File: src/rtl/logic_unit_pkg.sv
// Shared types and helpers for the pipelined bitwise logic unit.
// Operation results are computed at full 64-bit width and truncated by the user.
package logic_unit_pkg;

  localparam int OP_W    = 3;
  localparam int COUNT_W = 16;
  localparam int MAX_W   = 64;

  typedef enum logic [OP_W-1:0] {
    OP_AND  = 3'b000,
    OP_OR   = 3'b001,
    OP_XOR  = 3'b010,
    OP_NAND = 3'b011,
    OP_NOR  = 3'b100,
    OP_XNOR = 3'b101,
    OP_NOTA = 3'b110,
    OP_ANDN = 3'b111
  } op_e;

  function automatic logic [MAX_W-1:0] apply_op(input logic [MAX_W-1:0] a,
                                                 input logic [MAX_W-1:0] b,
                                                 input op_e op);
    logic [MAX_W-1:0] res;
    case (op)
      OP_AND:  res = a & b;
      OP_OR:   res = a | b;
      OP_XOR:  res = a ^ b;
      OP_NAND: res = ~(a & b);
      OP_NOR:  res = ~(a | b);
      OP_XNOR: res = ~(a ^ b);
      OP_NOTA: res = ~a;
      OP_ANDN: res = a & ~b;
      default: res = {MAX_W{1'b0}};
    endcase
    return res;
  endfunction

  // Callers zero-extend narrower values, so the upper bits never affect the result.
  function automatic logic parity64(input logic [MAX_W-1:0] v);
    return ^v;
  endfunction

endpackage

File: src/rtl/logic_unit_stage.sv
// One elastic register stage: holds a valid bit and a PW-bit payload.
// It loads whenever it is empty or its current content leaves this cycle.
module logic_unit_stage #(
  parameter int PW = 4
) (
  input  logic          clk,
  input  logic          rst_n,
  input  logic          in_valid,
  input  logic [PW-1:0] in_data,
  input  logic          out_ready,
  output logic          out_valid,
  output logic [PW-1:0] out_data
);

  logic          valid_q, valid_d;
  logic [PW-1:0] data_q, data_d;
  logic          load_s;

  // Next-state: take new content when free, otherwise hold.
  always_comb begin
    load_s  = (!valid_q) || out_ready;
    valid_d = valid_q;
    data_d  = data_q;
    if (load_s) begin
      valid_d = in_valid;
      if (in_valid) begin
        data_d = in_data;
      end else begin
        data_d = data_q;
      end
    end else begin
      valid_d = valid_q;
      data_d  = data_q;
    end
  end

  // Stage registers.
  always_ff @(posedge clk or negedge rst_n) begin
    if (!rst_n) begin
      valid_q <= 1'b0;
      data_q  <= {PW{1'b0}};
    end else begin
      valid_q <= valid_d;
      data_q  <= data_d;
    end
  end

  assign out_valid = valid_q;
  assign out_data  = data_q;

endmodule

File: src/rtl/logic_unit_pipe.sv
// Pipelined WIDTH-bit logic unit with valid/ready handshake and transfer counter.
// Define LOGIC_UNIT_FLAGS_EN to add the zero/parity flag outputs.
module logic_unit_pipe
  import logic_unit_pkg::*;
#(
  parameter int WIDTH  = 4,
  parameter int STAGES = 2
) (
  input  logic               clk,
  input  logic               rst_n,
  input  logic               in_valid,
  output logic               in_ready,
  input  logic [WIDTH-1:0]   a,
  input  logic [WIDTH-1:0]   b,
  input  logic [OP_W-1:0]    op,
  output logic               out_valid,
  input  logic               out_ready,
  output logic [WIDTH-1:0]   r,
`ifdef LOGIC_UNIT_FLAGS_EN
  output logic               zero,
  output logic               parity,
`endif
  output logic [COUNT_W-1:0] xfer_count
);

`ifdef LOGIC_UNIT_FLAGS_EN
  localparam int FLAG_W = 2;
`else
  localparam int FLAG_W = 0;
`endif
  localparam int PW = WIDTH + FLAG_W;

  logic [WIDTH-1:0]   res_s;
  logic [PW-1:0]      pay0_s;
  logic [STAGES-1:0]  stg_valid_s;
  logic [PW-1:0]      stg_data_s [STAGES];
  logic [STAGES-1:0]  load_s;
  logic               full_s;
  logic [COUNT_W-1:0] count_q, count_d;

  // Result and flags are formed once, at acceptance.
  always_comb begin
    res_s = WIDTH'(apply_op(MAX_W'(a), MAX_W'(b), op_e'(op)));
`ifdef LOGIC_UNIT_FLAGS_EN
    pay0_s = {(res_s == {WIDTH{1'b0}}), parity64(MAX_W'(res_s)), res_s};
`else
    pay0_s = res_s;
`endif
  end

  // Stage k can load unless it and every stage after it are full and the output is stalled.
  // Computed from the valid bits directly so there is no ripple through the stages.
  always_comb begin
    load_s = {STAGES{1'b0}};
    full_s = 1'b1;
    for (int k = 0; k < STAGES; k++) begin
      full_s = 1'b1;
      for (int j = k; j < STAGES; j++) begin
        full_s = full_s & stg_valid_s[j];
      end
      load_s[k] = (!full_s) || out_ready;
    end
  end

  assign in_ready = load_s[0];

  for (genvar k = 0; k < STAGES; k++) begin : g_stage
    logic          dn_ready_s;
    logic          up_valid_s;
    logic [PW-1:0] up_data_s;

    if (k == 0) begin : g_first
      assign up_valid_s = in_valid;
      assign up_data_s  = pay0_s;
    end else begin : g_next
      assign up_valid_s = stg_valid_s[k-1];
      assign up_data_s  = stg_data_s[k-1];
    end

    if (k == STAGES - 1) begin : g_last
      assign dn_ready_s = out_ready;
    end else begin : g_mid
      assign dn_ready_s = load_s[k+1];
    end

    logic_unit_stage #(.PW(PW)) u_stage (
      .clk       (clk),
      .rst_n     (rst_n),
      .in_valid  (up_valid_s),
      .in_data   (up_data_s),
      .out_ready (dn_ready_s),
      .out_valid (stg_valid_s[k]),
      .out_data  (stg_data_s[k])
    );
  end

  assign out_valid = stg_valid_s[STAGES-1];
  assign r         = stg_data_s[STAGES-1][WIDTH-1:0];
`ifdef LOGIC_UNIT_FLAGS_EN
  assign zero      = stg_data_s[STAGES-1][WIDTH+1];
  assign parity    = stg_data_s[STAGES-1][WIDTH];
`endif

  // Completed-transfer counter, free-running wrap.
  always_comb begin
    if (out_valid && out_ready) begin
      count_d = count_q + 16'd1;
    end else begin
      count_d = count_q;
    end
  end

  // Counter register.
  always_ff @(posedge clk or negedge rst_n) begin
    if (!rst_n) begin
      count_q <= 16'd0;
    end else begin
      count_q <= count_d;
    end
  end

  assign xfer_count = count_q;

endmodule

File: config.mk
export PLATFORM = sky130hd
export DESIGN_NAME = logic_unit_pipe
export DESIGN_NICKNAME = d
export VERILOG_FILES = /design/src/rtl/logic_unit_pkg.sv /design/src/rtl/logic_unit_stage.sv /design/src/rtl/logic_unit_pipe.sv
export SDC_FILE = /design/constraint.sdc
export NUM_CORES = 1
export LEC_CHECK = 0
export CAP_MARGIN = 20
export CORE_UTILIZATION = 35
export CTS_BUF_LIST = sky130_fd_sc_hd__clkbuf_4
export DETAILED_ROUTE_END_ITERATION = 12
export GPL_TIMING_DRIVEN = 0
export HOLD_SLACK_MARGIN = 0.12
export SLEW_MARGIN = 40
export SYNTH_ARGS = -nofsm -noshare
export SYNTH_HDL_FRONTEND = slang
export SYNTH_SLANG_ARGS = --single-unit
File: constraint.sdc
create_clock -name clk -period 3.93 [get_ports clk]
set_input_delay 0.9825 -clock clk [delete_from_list [all_inputs] [get_ports clk]]
set_output_delay 0.9825 -clock clk [all_outputs]
set_load 0.005 [all_outputs]
==> results of run 1 <==
-- cell usage in the layout, fill, tap and decap left out, types with 2 or more instances in the layout --
master / instances
a211oi_1: 5
a21oi_1: 5
and4_4: 2
buf_2: 4
clkbuf_4: 3
clkdlybuf4s50_1: 34
dfrtp_1: 26
ha_1: 13
inv_1: 9
mux2_2: 6
mux2i_1: 4
nand2_1: 15
nand2b_1: 3
nand3_1: 7
nand4_1: 3
nor2_1: 9
o21ai_0: 4
o22ai_1: 2
o32ai_1: 4
xnor2_1: 12
xor2_1: 2
-- worst max path at each step --
stage / to / slack [ns] / startpoint / cells after the start
after floorplan: in_ready / 1.79 / out_ready / 1
after global placement: in_ready / 0.76 / out_ready / 3
after detailed placement: in_ready / 0.77 / out_ready / 3
after CTS: in_ready / 0.76 / out_ready / 3
after global routing: in_ready / 0.70 / out_ready / 3
final: in_ready / 0.76 / out_ready / 3
-- power groups by stage --
stage / clock network (W) / registers [W] / logic, W
after detailed placement: 0 / 0.000378 / 0.000237
after global routing: 0.000202 / 0.000379 / 0.000263
after floorplan: 0 / 0.000371 / 0.000103
after global placement: 0 / 0.000372 / 0.000229
final: 0.000187 / 0.000371 / 0.000235
after CTS: 0.000193 / 0.000372 / 0.000239
-- per-layer routing --
| metal | global-route usage | vias to the layer above | wire length [µm] |
|---|---|---|---|
| met2 | 0.238 | 35 | 1530 |
| li1 | - | 601 | - |
| met3 | 0.0152 | 5 | 113 |
| met1 | 0.200 | 616 | 1440 |
| met4 | 0.0703 | 0 | 63 |
| met5 | 0 | - | 0 |
-- state kept, by name (all words and copies together) (netlist names) --
name / flops
g_stage.u_stage.out_data: 8
g_stage.u_stage.out_valid: 2
xfer_count: 16
-- stage by stage --
step	cells	total power [W]	setup slack, ns	hold slack (ns)
2_1_floorplan	148	0.000474	1.79	0.446
3_3_place_gp	233	0.000601	0.756	0.454
3_5_place_dp	233	0.000615	0.768	0.456
4_1_cts	237	0.000804	0.758	0.480
5_1_grt	237	0.000844	0.702	0.490
6_report	237	0.000793	0.761	0.474
-- worst max-delay path: stages --
cell             delay, ns
clkdlybuf4s50_1       0.51
nand3b_1              0.18
clkdlybuf4s50_1       0.52
-- layout make-up --
class	count	area, µm²	share of cell area
clock inverter	1	30.0	0.0152
multi-input combinational	107	801	0.405
inverter	10	37.5	0.0190
timing repair buffer	35	345	0.175
clock buffer	3	22.5	0.0114
tap	50	62.6	0.0317
sequential	26	651	0.329
buffer	5	26.3	0.0133
-- cell families after synthesis --
kind of cell	Yosys count	share of synthesized area
muxes	10	0.0710
DFF	26	0.429
xor gates and xnor gates	15	0.0917
and+or+nand+nor	45	0.149
buffers and inverters	15	0.0421
adders and majority gates	13	0.107
AOI/OAI and AO/OA	24	0.109
-- synth_stat cells, drive strengths merged --
| cell | count | share of area |
|---|---|---|
| a211oi | 5 | 0.025 |
| a21oi | 5 | 0.017 |
| a22o | 1 | 0.0058 |
| a2bb2oi | 1 | 0.0058 |
| and3 | 1 | 0.0041 |
| and4 | 3 | 0.021 |
| buf | 4 | 0.015 |
| clkbuf | 1 | 0.0025 |
| dfrtp | 26 | 0.43 |
| ha | 13 | 0.11 |
| inv | 10 | 0.025 |
| mux2 | 6 | 0.045 |
| mux2i | 4 | 0.026 |
| nand2 | 15 | 0.037 |
| nand2b | 3 | 0.012 |
| nand3 | 7 | 0.023 |
| nand3b | 1 | 0.0050 |
| nand4 | 3 | 0.012 |
| nor2 | 9 | 0.022 |
| nor3 | 1 | 0.0033 |
| o21ai | 4 | 0.013 |
| o221ai | 1 | 0.0058 |
| o22a | 1 | 0.0058 |
| o22ai | 2 | 0.0083 |
| o32ai | 4 | 0.023 |
| or3 | 1 | 0.0041 |
| or4 | 1 | 0.0050 |
| xnor2 | 12 | 0.069 |
| xor2 | 3 | 0.022 |
==> summary.txt, run 1 <==
CTS
  • Htree depth: 1
  • # hold bufs at CTS: 0
  • CTS resizes: 0
  • Buffers inserted by post-CTS timing repair: 0
  • TritonCTS clock tree: built
  • Total clock buffers created by CTS: 3
  • CTS sink cnt: 26
  • Clock buffer depth: 2
  • CTS root buf: clkbuf_4
  • Clk_lat worst skew: 0.33 ns
  • Reg clk slew, reported paths: 0.15 ns

STA
  • Setup TNS Final: 0 ns
  • Crit path time final: between 3 and 4 ns
  • Final Cycle Share: 0.806
  • Fmax: ~320 MHz
  • Fin. Hold Viols: 0
  • Final Skew: between 0.01 and 0.015 ns
  • RSZ-0062 raised after global routing: no
  • Worst-margin pin slew: 0.568 ns
  • Final setup fails: 0
  • Pins over their slew limit: 0
  • Slew Limit Headroom: 0.621

Cells and area
  • Fillers: roughly 400
  • N_diodes: 0
  • Layout cell share with drive strength beyond 1: 0.102
  • Fin nets: approximately 220
  • Fin area: 1980 µm²
  • Final core area utilization: 0.483
  • Area grow syn2layout: 30.4%

Worst setup path
  • Critical path launch point type: primary input
  • Worst setup EP type: output pin
  • WP data required: slightly below 3 ns
  • R2R cell count: 5
  • Crit path kind: in -> out
  • Reg2reg start: xfer_count[0]
  • R2R setup slack: ~2.4 ns
  • Worst Path Max Fanout: 4
  • Crit path DAT: between 2 and 2.5 ns
  • RR Endpoint: xfer_count[14]

Power and ir drop
  • Cell internal pwr: around 0.00057 W
  • Clock power frac: 0.235
  • Gate power share: 0.297
  • Part of the power in registers: 0.468
  • Pwr/cell area: between 400 and 500 nW/µm²
  • Leakage power: ~0.9 nW
  • Net Sw Frac: 0.284
  • Peak supply drop: 0.000152 V
  • NetSw: roughly 0.00022 W

Placed design
  • Area after DPL: approximately 1900 µm²
  • Detail Placement HPWL: about 2.4 mm
  • IO Port Bufs: 35
  • Routability congestion estimate: 0.793

Floorplan
  • Initial Utilization: 0.371
  • Die Width: about 68 µm
  • Die height: around 68 µm
  • IO Pins: 37
  • Total core area: a little over 4000 µm²
  • Row cnt: 23
  • Die area: between 4000 and 5000 µm²

Logic synthesis
  • Sequential share of the synthesized area: 0.429
  • Synthesized instance count: 148
  • Post-Syn Nets: 176
  • Yosys warns: 0
  • Synthesized area: approximately 1500 µm²
  • Mapped Avg Cell Area: 10.2 µm²
  • Count of cell types in the netlist: 33
  • Synth Register Bits: 26

Routing
  • Routed WL: ~3.1 mm
  • Drt wl/cell: about 13 µm
  • Via density: 5.30
  • Antenna-violating nets left: 0
  • DRT iter0 DRCs: 61
  • Residual DRC: 0
  • Via count: around 1300
  • Drt first pass iters: 4

Run status
  • Status: finished, final reports clean

Min path
  • HP Class: reg -> reg
  • Min-delay src: xfer_count[15]
  • Hold path depth: 1
  • Hold path endpoint: xfer_count[15]

Global route
  • Total congestion overflow: 0
  • Total track usage: 0.149
  • Number of global-route vias before repair: ~1100
  • Initial antenna violation count: 0
  • First-pass GRT wire length: around 5 mm
  • Largest net degree at the start of global routing: 27

Job
  • Max-Cap Viols: 0
(Power assumes the default switching activity.)
==> inputs of run 2 (changes only) <==
Clock period 3.93 ns to 2.8 ns, I/O delays scaled along.
==> results of run 2 <==
Same layout as run 1 (identical final DEF). Status: finished, final reports clean.
Main changes from that run: setup slack after placement 0.768 ns -> 0.203 ns; setup slack after layout 0.761 ns -> 0.196 ns; hold slack 0.474 ns -> 0.334 ns; register-to-register setup slack 2.44 ns -> 1.31 ns; total power 0.000793 W -> 0.00111 W; worst IR drop on VDD 0.000152 V -> 0.000214 V
==> inputs of run 3 (changes only) <==
Settings changed: CORE_UTILIZATION 35 to 46, PLACE_DENSITY from default to 0.78.
==> summary.txt, run 3 (synthesized netlist as in run 1, its figures left out) <==
Routing
  • Via count: between 1000 and 1500
  • Drt wl/cell: around 13 µm
  • Drt first pass iters: 4
  • Via density: around 5.3
  • Routed WL: 2.94 mm
  • Residual DRC: 0
  • DRT iter0 DRCs: 61
  • Antenna-violating nets left: 0

STA
  • Final Skew: around 0.0018 ns
  • Final setup fails: 0
  • Worst-margin pin slew: about 0.56 ns
  • Fin. Hold Viols: 0
  • RSZ-0062 raised after global routing: no
  • Crit path time final: ~2.6 ns
  • Final Cycle Share: 0.931
  • Setup TNS Final: 0 ns
  • Pins over their slew limit: 0
  • WHS: about 0.36 ns
  • Fmax: about 380 MHz
  • Slew Limit Headroom: 0.625
  • Final setup margin: a little under 0.2 ns

Worst setup path
  • CP cell instances: clkdlybuf4s50_1 -> nand3b_1 -> clkdlybuf4s50_1
  • Critical path launch point type: primary input
  • Worst Path Buf+Inv: 2
  • Crit path kind: in -> out
  • R2R cell count: 5
  • Crit path DAT: 1.91 ns
  • CP top delay family: buffers and inverters
  • WP data required: about 2.1 ns
  • CP peak stage delay: between 0.5 and 0.6 ns
  • Crit path top cell by count: clkdlybuf4s50_1
  • R2R setup slack: between 1 and 1.5 ns
  • Worst Path Max Fanout: 4
  • RR Endpoint: xfer_count[14]
  • Reg2reg start: xfer_count[0]
  • Worst setup EP type: output pin
  • CP max stage cell: clkdlybuf4s50_1

Placed design
  • IO Port Bufs: 35
  • Routability congestion estimate: roughly 0.8
  • Dpl ws: 0.191 ns
  • Detail Placement HPWL: about 2.4 mm
  • Area after DPL: between 1500 and 2000 µm²

Global route
  • First-pass GRT wire length: ~5.3 mm
  • Total congestion overflow: 0
  • Largest net degree at the start of global routing: 27
  • Total track usage: 0.195
  • Initial antenna violation count: 0
  • Number of global-route vias before repair: 1217

CTS
  • Clk_lat worst skew: 0.31 ns
  • Clock buffer depth: 2
  • CTS resizes: 0
  • Reg clk slew, reported paths: between 0.1 and 0.15 ns
  • CTS sink cnt: 26
  • # hold bufs at CTS: 0
  • Buffers inserted by post-CTS timing repair: 0
  • Total clock buffers created by CTS: 3
  • CTS root buf: clkbuf_4
  • Htree depth: 1
  • TritonCTS clock tree: built

Power and ir drop
  • Leakage power: roughly 0.87 nW
  • Pwr/cell area: ~520 nW/µm²
  • Peak supply drop: 0.000176 V

Floorplan
  • Row cnt: 20
  • Die area: between 3000 and 4000 µm²
  • Die Width: 59.4 µm
  • IO Pins: 37
  • Die height: just under 60 µm
  • Total core area: slightly above 3000 µm²
  • Initial Utilization: 0.492

Run status
  • Status: finished, final reports clean

Cells and area
  • Fin area: 1940 µm²
  • Area grow syn2layout: 27.9%
  • Commonest non-fill, non-tap cells in the layout: clkdlybuf4s50_1 (34), dfrtp_1 (26), nand2_1 (15)
  • Max FFs per register: 16
  • N_diodes: 0
  • Commonest non-fill, non-tap cell in the layout: clkdlybuf4s50_1
  • Final core area utilization: 0.630
  • Fillers: about 270
  • Fin nets: around 220
  • Layout cell share with drive strength beyond 1: 0.0968

Min path
  • HP Class: in -> async

Job
  • Max-Cap Viols: 0
run 3: how the worst max path moves through the flow:
stage	from	to	slack, ns	depth (start not counted)
finish	out_ready	in_ready	0.19	3
floorplan	b[0]	g_stage[0].u_stage.out_data[0]	1.03	7
detailed placement	out_ready	in_ready	0.19	3
global placement	out_ready	in_ready	0.22	3
global route	out_ready	in_ready	0.14	3
CTS	out_ready	in_ready	0.18	3
run 3: routing by layer:
metal,global-route usage,up-vias,share of wire
li1,-,597,-
met1,0.229,580,0.43
met2,0.353,33,0.52
met3,0.0218,4,0.035
met4,0.0850,0,0.012
met5,0,-,0
run 3: stage by stage:
step	power, W	instances
after global routing	0.00108	230
final	0.000999	230
after floorplan	0.000666	148
after global placement	0.000842	227
after detailed placement	0.000859	227
after CTS	0.00101	230
run 3: worst reg2reg max path, cell delays in order, from the launching register on:
cell     delay [ns]
dfrtp_1        0.44
ha_1           0.19
nand2_1        0.05
nor2_1         0.33
and4_4         0.29
xor2_2         0.12
run 3: cell type report:
cell class	instances	area (µm²)	area share
Multi-Input combinational cell	107	801	0.413
Sequential cell	26	651	0.336
Timing Repair Buffer	35	345	0.178
Tap cell	44	55.1	0.0284
Inverter	10	37.5	0.0194
Buffer	5	26.3	0.0136
Clock buffer	3	22.5	0.0116
run 3: power by group:
part | switching [W] | leakage (nW) | internal (W)
combinational | 0.000123 | 0.518 | 0.000204
clock | 0.000102 | 0.0138 | 0.0000502
sequential | 0.0000734 | 0.334 | 0.000447
total | 0.000298 | 0.866 | 0.000701
